**src/rtl/pipe_hazard_unit_if.sv**
```systemverilog
// Bundle of pipeline-register fields the hazard unit watches and the controls it drives.
// The pipeline side uses the master modport; the hazard unit uses the slave modport.
interface pipe_hazard_unit_if #(
  parameter int REG_AW  = 5,
  parameter int NUM_SRC = 2,
  parameter int CNT_W   = 16
);
  logic                        EXMEMWr;
  logic [REG_AW-1:0]           EXMEMRd;
  logic                        MEMWBWr;
  logic [REG_AW-1:0]           MEMWBRd;
  logic [NUM_SRC*REG_AW-1:0]   IDEXSrc;
  logic                        IDEXMemRd;
  logic                        IDEXWr;
  logic [REG_AW-1:0]           IDEXRd;
  logic [NUM_SRC*REG_AW-1:0]   IFIDSrc;
  logic [NUM_SRC-1:0]          IFIDUse;
  logic                        flush;
  logic [2*NUM_SRC-1:0]        forward;
  logic                        stall;
  logic                        bubble;
  logic [CNT_W-1:0]            stall_cnt;

  modport master (
    output EXMEMWr, EXMEMRd, MEMWBWr, MEMWBRd, IDEXSrc, IDEXMemRd, IDEXWr, IDEXRd,
           IFIDSrc, IFIDUse, flush,
    input  forward, stall, bubble, stall_cnt
  );

  modport slave (
    input  EXMEMWr, EXMEMRd, MEMWBWr, MEMWBRd, IDEXSrc, IDEXMemRd, IDEXWr, IDEXRd,
           IFIDSrc, IFIDUse, flush,
    output forward, stall, bubble, stall_cnt
  );
endinterface

```
**src/rtl/pipe_hazard_unit.sv**
```systemverilog
// Data-hazard controller: EX-stage operand forwarding plus a load-use stall FSM
// that holds PC/IF-ID and bubbles ID/EX for LOAD_LAT cycles per hazard.
module pipe_hazard_unit #(
  parameter int REG_AW   = 5,
  parameter int NUM_SRC  = 2,
  parameter int LOAD_LAT = 1,
  parameter int CNT_W    = 16
) (
  input  logic               clk,
  input  logic               reset,
  pipe_hazard_unit_if.slave  bus
);

  typedef enum logic {IDLE, HOLD} state_t;

  localparam logic [3:0]       HOLD_INIT = 4'(LOAD_LAT - 1);
  localparam logic [CNT_W-1:0] CNT_MAX   = '1;
  localparam logic [CNT_W-1:0] CNT_ONE   = CNT_W'(1);

  function automatic logic [CNT_W-1:0] sat_inc(input logic [CNT_W-1:0] v);
    return (v == CNT_MAX) ? v : v + CNT_ONE;
  endfunction

  // EX/MEM holds the younger result, so it wins over MEM/WB; register 0 never forwards.
  function automatic logic [1:0] fwd_sel(
    input logic [REG_AW-1:0] src,
    input logic              exmem_wr,
    input logic [REG_AW-1:0] exmem_rd,
    input logic              memwb_wr,
    input logic [REG_AW-1:0] memwb_rd
  );
    logic [1:0] sel;
    sel = 2'b00;
    if (exmem_wr && (exmem_rd != '0) && (exmem_rd == src))
      sel = 2'b10;
    else if (memwb_wr && (memwb_rd != '0) && (memwb_rd == src))
      sel = 2'b01;
    return sel;
  endfunction

  state_t               state, state_nx;
  logic [3:0]           hcnt, hcnt_nx;
  logic [2*NUM_SRC-1:0] fwd;
  logic                 use_hit;
  logic                 hazard;
  logic                 stall_c;
  logic [CNT_W-1:0]     cnt;

  always_comb begin
    fwd = '0;
    for (int k = 0; k < NUM_SRC; k++) begin
      fwd[2*k +: 2] = fwd_sel(bus.IDEXSrc[k*REG_AW +: REG_AW],
                              bus.EXMEMWr, bus.EXMEMRd, bus.MEMWBWr, bus.MEMWBRd);
    end
  end

  always_comb begin
    use_hit = 1'b0;
    for (int k = 0; k < NUM_SRC; k++) begin
      if (bus.IFIDUse[k] && (bus.IFIDSrc[k*REG_AW +: REG_AW] == bus.IDEXRd))
        use_hit = 1'b1;
    end
  end

  assign hazard = bus.IDEXMemRd && bus.IDEXWr && (bus.IDEXRd != '0) && use_hit;

  // State register
  always_ff @(posedge clk or negedge reset) begin
    if (!reset) begin
      state <= IDLE;
      hcnt  <= '0;
    end else begin
      state <= state_nx;
      hcnt  <= hcnt_nx;
    end
  end

  // Next-state logic; flush overrides any stall in progress.
  always_comb begin
    state_nx = state;
    hcnt_nx  = hcnt;
    if (bus.flush) begin
      state_nx = IDLE;
      hcnt_nx  = '0;
    end else begin
      case (state)
        IDLE: begin
          if (hazard && (LOAD_LAT > 1)) begin
            state_nx = HOLD;
            hcnt_nx  = HOLD_INIT;
          end
        end
        HOLD: begin
          hcnt_nx = hcnt - 4'd1;
          if (hcnt == 4'd1)
            state_nx = IDLE;
        end
        default: begin
          state_nx = IDLE;
          hcnt_nx  = '0;
        end
      endcase
    end
  end

  // Output logic; the first stall cycle is issued from IDLE, the rest from HOLD.
  always_comb begin
    stall_c = 1'b0;
    if (reset && !bus.flush) begin
      case (state)
        IDLE:    stall_c = hazard;
        HOLD:    stall_c = 1'b1;
        default: stall_c = 1'b0;
      endcase
    end
  end

  always_ff @(posedge clk or negedge reset) begin
    if (!reset)
      cnt <= '0;
    else if (stall_c)
      cnt <= sat_inc(cnt);
  end

  assign bus.forward   = reset ? fwd : '0;
  assign bus.stall     = stall_c;
  assign bus.bubble    = stall_c;
  assign bus.stall_cnt = cnt;

endmodule
```
**src/flat_wrapper.sv**
```systemverilog
// flat-port wrapper written by rule: the top's interface ports become plain ports
module pipe_hazard_unit_flat 
#(
  parameter int REG_AW   = 5,
  parameter int NUM_SRC  = 2,
  parameter int LOAD_LAT = 1,
  parameter int CNT_W    = 16
)
  (clk, reset, bus_EXMEMWr, bus_EXMEMRd, bus_MEMWBWr, bus_MEMWBRd, bus_IDEXSrc, bus_IDEXMemRd, bus_IDEXWr, bus_IDEXRd, bus_IFIDSrc, bus_IFIDUse, bus_flush, bus_forward, bus_stall, bus_bubble, bus_stall_cnt);
  pipe_hazard_unit_if #(.REG_AW(REG_AW), .NUM_SRC(NUM_SRC), .CNT_W(CNT_W)) bus_i ();
  input  logic clk;
  input  logic reset;
  input wire logic [$bits(bus_i.EXMEMWr)-1:0] bus_EXMEMWr;
  input wire logic [$bits(bus_i.EXMEMRd)-1:0] bus_EXMEMRd;
  input wire logic [$bits(bus_i.MEMWBWr)-1:0] bus_MEMWBWr;
  input wire logic [$bits(bus_i.MEMWBRd)-1:0] bus_MEMWBRd;
  input wire logic [$bits(bus_i.IDEXSrc)-1:0] bus_IDEXSrc;
  input wire logic [$bits(bus_i.IDEXMemRd)-1:0] bus_IDEXMemRd;
  input wire logic [$bits(bus_i.IDEXWr)-1:0] bus_IDEXWr;
  input wire logic [$bits(bus_i.IDEXRd)-1:0] bus_IDEXRd;
  input wire logic [$bits(bus_i.IFIDSrc)-1:0] bus_IFIDSrc;
  input wire logic [$bits(bus_i.IFIDUse)-1:0] bus_IFIDUse;
  input wire logic [$bits(bus_i.flush)-1:0] bus_flush;
  output wire logic [$bits(bus_i.forward)-1:0] bus_forward;
  output wire logic [$bits(bus_i.stall)-1:0] bus_stall;
  output wire logic [$bits(bus_i.bubble)-1:0] bus_bubble;
  output wire logic [$bits(bus_i.stall_cnt)-1:0] bus_stall_cnt;
  assign bus_i.EXMEMWr = bus_EXMEMWr;
  assign bus_i.EXMEMRd = bus_EXMEMRd;
  assign bus_i.MEMWBWr = bus_MEMWBWr;
  assign bus_i.MEMWBRd = bus_MEMWBRd;
  assign bus_i.IDEXSrc = bus_IDEXSrc;
  assign bus_i.IDEXMemRd = bus_IDEXMemRd;
  assign bus_i.IDEXWr = bus_IDEXWr;
  assign bus_i.IDEXRd = bus_IDEXRd;
  assign bus_i.IFIDSrc = bus_IFIDSrc;
  assign bus_i.IFIDUse = bus_IFIDUse;
  assign bus_i.flush = bus_flush;
  assign bus_forward = bus_i.forward;
  assign bus_stall = bus_i.stall;
  assign bus_bubble = bus_i.bubble;
  assign bus_stall_cnt = bus_i.stall_cnt;
  pipe_hazard_unit #(.REG_AW(REG_AW), .NUM_SRC(NUM_SRC), .LOAD_LAT(LOAD_LAT), .CNT_W(CNT_W)) u_core (.clk(clk), .reset(reset), .bus(bus_i));
endmodule
```
**config.mk**
```make
export PLATFORM = sky130hd
export DESIGN_NAME = pipe_hazard_unit_flat
export DESIGN_NICKNAME = d
export VERILOG_FILES = /design/src/rtl/pipe_hazard_unit_if.sv /design/src/rtl/pipe_hazard_unit.sv /design/src/flat_wrapper.sv
export SDC_FILE = /design/constraint.sdc
export NUM_CORES = 1
export LEC_CHECK = 0
export BUFFER_PORTS_ARGS = -buffer_cell sky130_fd_sc_hd__buf_2
export CORE_ASPECT_RATIO = 1.2
export CORE_UTILIZATION = 35
export DETAILED_ROUTE_END_ITERATION = 6
export PLACE_DENSITY = 0.68
export SETUP_SLACK_MARGIN = 0.2
export SYNTH_ARGS = -nofsm -noshare
export SYNTH_HDL_FRONTEND = slang
export SYNTH_SLANG_ARGS = --single-unit
```
**constraint.sdc**
```tcl
create_clock -name clk -period 1.8 [get_ports clk]
set_input_delay 0 -clock clk [delete_from_list [all_inputs] [get_ports clk]]
set_output_delay 0 -clock clk [all_outputs]
set_load 0.005 [all_outputs]
```
==> results.cfg <==
[status]
status = finished, final reports clean

[setup_path]
cp-start-kind = flip-flop
r2r_setup_slack_ns = 0.1
arrival_ns = 1.89
critPathCaptureType = flip-flop
critPathMaxFanout = 8
crit_type = flip-flop to flip-flop
crit_required_ns = 1.99

[clocking]
insertion_delay_ns = 0.25
cts-root-buf = clkbuf_8
clk_pin_slew_worst_paths_ns = 0.07
cts_buffers = 3
tritoncts = yes
clock_sinks = 21
cts_buffer_depth = 2
htreeDepth = 1

[grt]
grt_pass1_vias = 1421
grt.total_usage = 0.175
grt_antenna_before_repair = 0
grt_pass1_wl_mm = 6.00
grt_overflow_total = 0
grt_max_degree = 14

[timing]
tightest_slew_ns = 0.445
fmax_mhz = 588
tns_ns = 0
finalHoldViolCount = 0
rsz0062_at_grt = true
setup_violations = 0
fin_skew_ns = 0.00187
min_period_over_period = 0.945
period_minus_slack_ns = 1.70
slew_viol_final = 0
maxSlewHeadroom = 0.702

[yosys]
syn_nets = 197
synth.distinct_cells = 33
yosysTopAreaCell = dfrtp_1
syn_area_per_cell_um2 = 10.1
synthTopCellsByArea = dfrtp_1 35%, xor2_1 14%, xnor2_1 12%
ys_ff_latch = 21
synth-edff-count = 0
synth-seq-area-share = 0.348
syn_inst = 150
async_reset_ff_frac = 1.00
synth_most_common_cell = xor2_1
ys.warnings.count = 0
dominantRegCellSynth = dfrtp_1
synth_common_cells = 24 x xor2_1, 21 x dfrtp_1, 21 x xnor2_1, 11 x nand2_1
synth.top_cell.area_share = 0.348
syn_area_um2 = 1510

[die]
die_w_um = 62.0
coreArea_um2 = 4040
ios = 66
die_h_um = 74.0
rows = 25
start_util = 0.375
die-area_um2 = 4590

[drt]
drt-pass1-iter-count = 4
first_iter_violations = 30
antenna_left = 0
wl_mm = 3.86
drc = 0
detail_route.wl_per_cell_um = 13.2
dr_total_vias = 1420
avgViaCountPerCell = 4.85

[power_and_ir_drop]
powerDensity_nw_per_um2 = 473
ir_drop_v = 0.000409
leakage_nw = 1.12

[placed_design]
io_buffers = 65
placedInstanceArea_um2 = 2020
dpl.hpwl_mm = 2.92
gp_congestion = 0.916

[finish]
fin_nets = 287
area_delta_synth_final_pct = 49.8
fin_area_um2 = 2260
drive_gt1_frac = 0.498
insertedDiodeCount = 0

[worst_hold_path]
hold_class = primary input to async pin

[run]
max_cap_violations = 0
==> cell type report <==
type	count	area, µm²
tap	54	67.6
multi-input combinational	122	1110
fill	349	1770
clock buffer	4	45.0
sequential	21	527
timing repair buffer	87	495
inverter	5	18.8
==> state kept, by name, indices dropped and copies added (netlist names) <==
signal and flops:
u_core.bus.stall_cnt 16, u_core.hcnt 4, u_core.state 1
==> what timing repair did <==
item / in CTS / in global routing
endpoints found under the hold margin: 26 / 0
pin swaps: 4 / 8
hold buffers: 2 / 0
buffers inserted: 2 / 6
resized for setup: 7 / 13
setup endpoints to repair: 12 / 15
==> cell families after synthesis <==
group                    synth area share
AND/OR/NAND/NOR                     0.252
XOR/XNOR                            0.261
flip-flops                          0.348
AO/OA/AOI/OAI                      0.0613
buffers and inverters              0.0207
multiplexers                       0.0323
adder cells (fa/ha/maj)            0.0248
==> report_power, final <==
group	total, W	switching (W)	internal, W
clock	0.000303	0.000146	0.000157
sequential	0.000503	0.0000131	0.000490
combinational	0.000266	0.000126	0.000140
==> cell usage in the layout (no fill, tap or decap), drive strengths merged <==
| master | n |
|---|---|
| and2 | 2 |
| buf | 85 |
| dlygate4sd3 | 2 |
| nor3 | 3 |
| nand3 | 7 |
| or2 | 1 |
| a211oi | 2 |
| ha | 3 |
| nand4 | 3 |
| a221oi | 1 |
| xor2 | 24 |
| o21a | 1 |
| and3 | 2 |
| o211ai | 2 |
| nor2 | 9 |
| nand2b | 2 |
| nor4bb | 2 |
| o221ai | 1 |
| dfrtp | 21 |
| or4 | 5 |
| inv | 5 |
| o22a | 1 |
| nand2 | 12 |
| clkbuf | 4 |
| nor4 | 12 |
| o21ai | 2 |
| xnor2 | 21 |
| mux2 | 4 |
==> path summary, 6_finish.rpt <==
kind | depth (start not counted) | start | to
min in group clk | 5 | bus_IDEXMemRd | u_core.bus.stall_cnt[2]$_DFFE_PN0P_
hold / removal | 2 | reset | u_core.bus.stall_cnt[3]$_DFFE_PN0P_
max in group asynchronous | 3 | reset | u_core.state$_DFF_PN0_
setup reg to reg | 7 | u_core.bus.stall_cnt[13]$_DFFE_PN0P_ | u_core.bus.stall_cnt[3]$_DFFE_PN0P_
hold reg to reg | 1 | u_core.bus.stall_cnt[9]$_DFFE_PN0P_ | u_core.bus.stall_cnt[9]$_DFFE_PN0P_
setup / recovery | 7 | u_core.bus.stall_cnt[13]$_DFFE_PN0P_ | u_core.bus.stall_cnt[3]$_DFFE_PN0P_
==> layer usage <==
| layer | up-vias | routed length, µm | track usage | share of wire |
|---|---|---|---|---|
| li1 | 706 | - | - | - |
| met1 | 663 | 1590 | 0.208 | 0.41 |
| met2 | 42 | 2030 | 0.305 | 0.53 |
| met3 | 9 | 162 | 0.0296 | 0.042 |
| met4 | 0 | 71 | 0.0741 | 0.018 |
| met5 | - | 0 | 0 | 0 |
==> metrics by stage <==
stage	total power (W)	std cells	hold slack, ns	util	worst slack [ns]
after global routing	0.00114	293	0.326	0.561	0.00796
after detailed placement	0.000753	279	-0.111	0.500	0.0703
after floorplan	0.000615	150	-0.296	-	0.156
after CTS	0.00107	287	0.279	0.534	0.109
after global placement	0.000750	279	-0.109	0.500	0.0898
final	0.00107	293	0.292	0.561	0.0993
==> worst max-delay path, cell delays in order, from the launching register on <==
cell and delay (ns):
dfrtp_1 0.38, and3_4 0.20, and3_4 0.18, a221oi_4 0.30
nand2_4 0.17, buf_4 0.19, nor2_4 0.07, xor2_1 0.13
Power figures use the tool's default switching activity.
